[config.mk]
export PLATFORM = sky130hd
export DESIGN_NAME = fetch_stage_flat
export DESIGN_NICKNAME = d
export VERILOG_FILES = /design/src/rtl/fetch_stage_pkg.sv /design/src/rtl/fetch_stage_if.sv /design/src/rtl/fetch_stage_buffer.sv /design/src/rtl/fetch_stage.sv /design/src/flat_wrapper.sv
export SDC_FILE = /design/constraint.sdc
export NUM_CORES = 1
export LEC_CHECK = 0
export CORE_MARGIN = 2
export CORE_UTILIZATION = 47
export DETAILED_ROUTE_END_ITERATION = 10
export PLACE_DENSITY = 0.81
export SYNTH_ARGS = -nofsm -noshare
export SYNTH_HDL_FRONTEND = slang
export SYNTH_SLANG_ARGS = --single-unit
[constraint.sdc]
create_clock -name clk -period 2.9 [get_ports clk]
set_clock_uncertainty 0.2 [all_clocks]
set_input_delay 0.87 -clock clk [delete_from_list [all_inputs] [get_ports clk]]
set_output_delay 0.87 -clock clk [all_outputs]
set_load 0.005 [all_outputs]
[src/rtl/fetch_stage_pkg.sv]
// rtl/fetch_stage_pkg.sv - shared LC-3b fetch types: opcode, fetch FSM states, IF/ID record
package fetch_stage_pkg;

  typedef logic [3:0]  lc3b_opcode;
  typedef logic [15:0] lc3b_word;

  typedef enum logic {
    S_FETCH   = 1'b0,
    S_DISCARD = 1'b1
  } fetch_state_t;

  typedef struct packed {
    logic     valid;
    lc3b_word pc;
    lc3b_word ir;
  } lc3b_ifid_t;

  function automatic lc3b_word pc_next(input lc3b_word pc);
    return pc + 16'd2;
  endfunction

endpackage

[src/rtl/fetch_stage_if.sv]
// rtl/fetch_stage_if.sv - instruction-cache read bus between fetch (master) and I-cache (slave)
interface fetch_stage_if;
  import fetch_stage_pkg::*;

  logic     imem_read;
  lc3b_word imem_address;
  logic     imem_resp;
  lc3b_word imem_rdata;

  modport master (output imem_read, output imem_address, input imem_resp, input imem_rdata);
  modport slave  (input imem_read, input imem_address, output imem_resp, output imem_rdata);

endinterface

[src/rtl/fetch_stage_buffer.sv]
// rtl/fetch_stage_buffer.sv - IF/ID register plus one-entry hold buffer forming an in-order skid pair
module fetch_buffer
  import fetch_stage_pkg::*;
(
  input  logic       clk,
  input  logic       reset,
  input  logic       flush,
  input  logic       in_valid,
  input  lc3b_word   in_pc,
  input  lc3b_word   in_ir,
  input  logic       out_ready,
  output lc3b_ifid_t ifid,
  output logic       hold_valid
);

  lc3b_word hold_pc;
  lc3b_word hold_ir;
  logic     transfer;

  assign transfer = ifid.valid && out_ready;

  // The hold entry is always older than any incoming word, so it drains first.
  always_ff @(posedge clk) begin
    if (reset) begin
      ifid       <= '0;
      hold_valid <= 1'b0;
      hold_pc    <= '0;
      hold_ir    <= '0;
    end else if (flush) begin
      ifid.valid <= 1'b0;
      hold_valid <= 1'b0;
    end else if (hold_valid && transfer) begin
      ifid       <= '{valid: 1'b1, pc: hold_pc, ir: hold_ir};
      hold_valid <= 1'b0;
    end else if (in_valid) begin
      if (!ifid.valid || transfer) begin
        ifid <= '{valid: 1'b1, pc: in_pc, ir: in_ir};
      end else begin
        hold_pc    <= in_pc;
        hold_ir    <= in_ir;
        hold_valid <= 1'b1;
      end
    end else if (transfer) begin
      ifid.valid <= 1'b0;
    end
  end

endmodule

[src/rtl/fetch_stage.sv]
// rtl/fetch_stage.sv - LC-3b instruction fetch: PC, I-cache handshake, redirect handling, IF/ID output
module fetch_stage
  import fetch_stage_pkg::*;
#(
  parameter lc3b_word PC_RESET = 16'h0000
) (
  input  logic                 clk,
  input  logic                 reset,
  fetch_stage_if.master        imem,
  input  logic                 redirect,
  input  lc3b_word             redirect_pc,
  input  logic                 id_ready,
  output logic                 ifid_valid,
  output lc3b_word             ifid_pc,
  output lc3b_word             ifid_ir,
  output lc3b_opcode           ifid_opcode,
  output logic                 ifid_bit_11,
  output logic                 ifid_bit_5,
  output logic                 ifid_bit_4
);

  fetch_state_t state;
  lc3b_word     pc;
  lc3b_word     pc_plus2;
  lc3b_word     redirect_target;
  logic         hold_valid;
  logic         resp_seen;
  logic         accept;
  lc3b_ifid_t   ifid;

  // While discarding, the old request must stay up until the cache answers it.
  assign imem.imem_read    = !reset && ((state == S_DISCARD) || !hold_valid);
  assign imem.imem_address = pc;

  assign pc_plus2  = pc_next(pc);
  assign resp_seen = imem.imem_read && imem.imem_resp;
  assign accept    = (state == S_FETCH) && resp_seen && !redirect;

  fetch_buffer u_buffer (
    .clk        (clk),
    .reset      (reset),
    .flush      (redirect),
    .in_valid   (accept),
    .in_pc      (pc_plus2),
    .in_ir      (imem.imem_rdata),
    .out_ready  (id_ready),
    .ifid       (ifid),
    .hold_valid (hold_valid)
  );

  always_ff @(posedge clk) begin
    if (reset) begin
      state           <= S_FETCH;
      pc              <= PC_RESET;
      redirect_target <= '0;
    end else if (redirect) begin
      if (imem.imem_read && !imem.imem_resp) begin
        state           <= S_DISCARD;
        redirect_target <= redirect_pc;
      end else begin
        state <= S_FETCH;
        pc    <= redirect_pc;
      end
    end else begin
      case (state)
        S_FETCH: begin
          if (resp_seen) begin
            pc <= pc_plus2;
          end
        end
        S_DISCARD: begin
          if (resp_seen) begin
            pc    <= redirect_target;
            state <= S_FETCH;
          end
        end
        default: state <= S_FETCH;
      endcase
    end
  end

  assign ifid_valid  = ifid.valid;
  assign ifid_pc     = ifid.pc;
  assign ifid_ir     = ifid.ir;
  assign ifid_opcode = ifid.ir[15:12];
  assign ifid_bit_11 = ifid.ir[11];
  assign ifid_bit_5  = ifid.ir[5];
  assign ifid_bit_4  = ifid.ir[4];

endmodule

[src/flat_wrapper.sv]
// flat-port wrapper written by rule: the top's interface ports become plain ports
module fetch_stage_flat import fetch_stage_pkg::*;
#(
  parameter lc3b_word PC_RESET = 16'h0000
)
  (clk, reset, redirect, redirect_pc, id_ready, ifid_valid, ifid_pc, ifid_ir, ifid_opcode, ifid_bit_11, ifid_bit_5, ifid_bit_4, imem_imem_read, imem_imem_address, imem_imem_resp, imem_imem_rdata);
  fetch_stage_if imem_i ();
  input  logic clk;
  input  logic reset;
  input  logic redirect;
  input  lc3b_word redirect_pc;
  input  logic id_ready;
  output logic ifid_valid;
  output lc3b_word ifid_pc;
  output lc3b_word ifid_ir;
  output lc3b_opcode ifid_opcode;
  output logic ifid_bit_11;
  output logic ifid_bit_5;
  output logic ifid_bit_4;
  output wire logic [$bits(imem_i.imem_read)-1:0] imem_imem_read;
  output wire logic [$bits(imem_i.imem_address)-1:0] imem_imem_address;
  input wire logic [$bits(imem_i.imem_resp)-1:0] imem_imem_resp;
  input wire logic [$bits(imem_i.imem_rdata)-1:0] imem_imem_rdata;
  assign imem_imem_read = imem_i.imem_read;
  assign imem_imem_address = imem_i.imem_address;
  assign imem_i.imem_resp = imem_imem_resp;
  assign imem_i.imem_rdata = imem_imem_rdata;
  fetch_stage #(.PC_RESET(PC_RESET)) u_core (.clk(clk), .reset(reset), .imem(imem_i), .redirect(redirect), .redirect_pc(redirect_pc), .id_ready(id_ready), .ifid_valid(ifid_valid), .ifid_pc(ifid_pc), .ifid_ir(ifid_ir), .ifid_opcode(ifid_opcode), .ifid_bit_11(ifid_bit_11), .ifid_bit_5(ifid_bit_5), .ifid_bit_4(ifid_bit_4));
endmodule
==> out/summary.md <==
Counting flops and latches in the post-synthesis netlist gives 99. At the end of the flow, the number of nets in the layout was 689. The post-cts hold buffer count was 0. The switching fraction of total power was 0.249. The prevailing post-synth register cell was sky130_fd_sc_hd__dfxtp_1.

The setup check on the worst reg-to-reg path leaves a slack of 0.47 ns. The normalized max-slew margin came out at 0.569. Routability-driven placement finished with a final weighted congestion of 0.855. For the worst-skew pair, the clock arrives at the later sink with an insertion delay of 0.38 ns. Proportion of synthesized flip-flops having asynchronous set or reset: 0. The H-tree was split into 3 levels.

Power share of the clock group: 0.364. The first-iteration detailed-routing DRC count was 376. The fraction of final layout cells sized beyond drive strength 1 is 0.116. The wire-length estimate of the detail-placed layout is 9.41 mm. The endpoint identified for the worst register-to-register timing path is u_core.u_buffer.ifid[29]. For this design the ratio of total power to cell area is 474 mW/mm². Number of global-route vias before repair: 4478.

The number of I/O pins is 94. Across all setup checks in the final design, the least slack found is 0.190 ns. The endpoint required time on the critical path is 1.83 ns. Max-capacitance violation count: 0.

The share of the cycle needed by the critical path after routing works out to 0.934. The tools report the number of endpoints failing setup at the final stage as 0. The clock tree root driver cell is sky130_fd_sc_hd__clkbuf_8. In this run the worst path has a maximum fanout of 2.

For the combinational power share, the log shows 0.144. The number of enable flip-flop cells after synthesis is 0. The worst register-to-register path begins at u_core.imem.imem_address[1].

When the netlist entered floorplanning its net count stood at 604. The data arrival time at the worst-slack endpoint is 1.64 ns, and the sum of buffers and inverters on the critical path is 2. The sum of overflow across all layers after global routing was 0; the area fraction of the dominant cell type after synthesis was 0.418. The post-synthesis sequential area ratio is 0.418.

TritonCTS built the clock tree. The utilization after layout came out at 0.636. The startpoint identified for the worst hold timing path is u_core.u_buffer.hold_ir[1].

Yosys printed 0 warnings. The run gives 0.00475 mm² as the netlist area before placement. Before antenna repair, the detailed router went through 5 iterations. Dividing the detail-routed via count by the number of cells gives 6.01. The tools report the final worst hold slack as 0.257 ns.

The first-pass GRT wire length was 22.4 mm; the routed length per instance was 17.2 µm. In this run the horizontal extent of the chip is 104 µm. The maximum resistive drop on vdd came out at 0.323 mV. The number of buffers inserted by port buffering came out at 93.

After clock tree synthesis, the clock-pin slew on the worst setup and hold paths is 0.09 ns. The number of antenna violations at the first check in global routing was 0; the total wire length was 13.6 mm. The internal power summed over all cells came out at 2.21 mW.

The worst hold path endpoint is u_core.u_buffer.hold_ir[1]. Static timing analysis puts the maximum clock frequency at 369 MHz. After clock tree synthesis, the repair step resized 0 gates. The detail route stage leaves a number of antenna-violating nets equal to 0.

OpenSTA, run right after detailed placement, puts the worst setup slack at -0.122 ns. The run gives 0.492 as the proportion of power drawn by flip-flops and latches. The tools report the initial cell density of the core as 0.486. The worst hold path belongs to the class register to register. Sorting the synthesized cells by area gives the leading types as sky130_fd_sc_hd__dfxtp_1, sky130_fd_sc_hd__nand2_1, sky130_fd_sc_hd__a21oi_1, sky130_fd_sc_hd__a311oi_1, sky130_fd_sc_hd__mux2i_1. Kind of launch point of the worst setup path: an input pin. At the pin with the least slew margin, the transition time is 0.642 ns. After detailed routing, the number of remaining DRC violations is 0.

Subtracting the final worst setup slack from the clock period gives 2.71 ns. The count of final hold-check violations was 0. The aggregate global-route resource usage is 0.251. The tools report the critical path endpoint category as a primary output. The slowest stage of the critical path belongs to the cell sky130_fd_sc_hd__clkdlybuf4s50_1.

Summed over all nets, the switching power comes to 0.733 mW. In this run, distinct cell masters in the synthesized netlist total 56. The critical path goes through buf_4, a21oi_1, clkdlybuf4s50_1.

The repair_antennas step left the layout with diodes totalling 0. The number of buffers between clock root and the deepest sink was 2; the core region area was 0.00977 mm². The floorplan has 36 rows. The design draws 2.94 mW.

Setup repair after global routing left no endpoint under its margin. The area growth from synthesis to layout is 30.9%. The library cell occupying the most area in the post-synthesis netlist was sky130_fd_sc_hd__dfxtp_1.

In this run the vertical extent of the chip is 104 µm. The largest single stage delay on the critical path is 0.52 ns. In this run the static leakage power is 2.08 nW.

The leading cell type in the layout, fill and taps excluded is sky130_fd_sc_hd__dfxtp_1. The critical path in this run is classified as input pin to primary output. After technology mapping, the gate count stands at 566. Counting instances, the worst hold path has a depth of 2.

Mean instance size in the synthesized netlist: 8.38 µm². The flow ran to the end, and the final reports show no timing, DRC or antenna violations. In this run the post-CTS setup repair buffer count came out at 0. The max-slew violation count is 0, and the total CTS buffers is 9.

Counting every sink on the clock net gives 99. The final route contains 4738 vias. The floorplan step defined a die boundary enclosing 0.0109 mm².

The top cell family by delay on the critical path was buffers and inverters. The worst register-to-register path has a depth of 5. The library cells used most frequently in the layout, excluding fill and tap cells, are sky130_fd_sc_hd__dfxtp_1, sky130_fd_sc_hd__nand2_1, sky130_fd_sc_hd__clkdlybuf4s50_1. The largest net degree at the start of global routing was 67.
-- cell type report --
class / instances / area, µm²
multi-input combinational: 392 / 2420
clock inverter: 5 / 100
sequential: 99 / 1980
clock buffer: 11 / 141
fill: 826 / 3560
tap: 133 / 166
timing repair buffer: 131 / 1340
inverter: 18 / 67.6
-- stage by stage --
stage / cells / setup TNS, ns / instance area [µm²]
floorplan: 566 / 0 / 4750
detailed placement: 773 / -3.12 / 5970
CTS: 789 / 0 / 6210
global route: 789 / 0 / 6210
global placement: 773 / -1.16 / 5970
finish: 789 / 0 / 6210
-- synthesized netlist by cell type, drive strengths merged (9+ instances only) --
| master | instances |
|---|---|
| nor2 | 37 |
| inv | 18 |
| a211oi | 10 |
| a311oi | 22 |
| dfxtp | 99 |
| and3 | 9 |
| buf | 24 |
| nand3 | 13 |
| nand2 | 95 |
| nor3 | 25 |
| mux2i | 17 |
| xnor2 | 9 |
| o21ai | 16 |
| o32ai | 9 |
| a21oi | 45 |
| clkbuf | 33 |
-- cells by family (layout without fill, tap and decap cells) --
family | count (synthesis) | count (layout) | synth area share
multiplexers | 17 | 17 | 0.0359
adder cells (fa/ha/maj) | 1 | 1 | 0.00264
flip-flops | 99 | 99 | 0.418
AND/OR/NAND/NOR | 207 | 207 | 0.201
AO/OA/AOI/OAI | 158 | 158 | 0.252
XOR/XNOR | 9 | 9 | 0.0166
buffers and inverters | 75 | 165 | 0.0741
-- tightest hold or removal path, stage by stage, from the launching register on --
cell and delay [ns]:
sky130_fd_sc_hd__dfxtp_1 0.32, sky130_fd_sc_hd__nand2_1 0.05, sky130_fd_sc_hd__a21oi_1 0.05
-- power by group through the flow --
stage | registers [mW] | logic, mW | clock network [mW]
CTS | 1.45 | 0.421 | 1.07
global placement | 1.48 | 0.407 | 0
detailed placement | 1.48 | 0.416 | 0
finish | 1.45 | 0.423 | 1.07
floorplan | 1.47 | 0.211 | 0
global route | 1.46 | 0.456 | 1.13
-- metal layers --
layer  up-vias  global-route usage  part of all wire
met5         -                   0                 0
met4         0              0.0859             0.022
met3        33              0.0482             0.059
met2       174               0.423              0.50
met1      2302               0.321              0.42
li1       2229                   -                 -
-- flip-flops by register name, summed over array words and instances (netlist names) --
signal / count
u_core.u_buffer.hold_valid: 1
u_core.u_buffer.hold_pc: 16
u_core.imem.imem_address: 16
u_core.state: 1
u_core.u_buffer.hold_ir: 16
u_core.redirect_target: 16
u_core.u_buffer.ifid: 33
-- how the worst max path moves through the flow --
stage              startpoint                  endpoint  slack, ns  depth (start not counted)
6_report                reset            imem_imem_read       0.19                          3
5_1_grt        imem_imem_resp  u_core.u_buffer.ifid[26]       0.16                          6
4_1_cts                 reset            imem_imem_read       0.19                          3
3_5_place_dp   imem_imem_resp  u_core.u_buffer.ifid[26]      -0.12                          6
3_3_place_gp   imem_imem_resp  u_core.u_buffer.ifid[26]      -0.14                          6
2_1_floorplan           reset            imem_imem_read       0.10                          4
No activity file was read; power rests on OpenSTA's default activity.
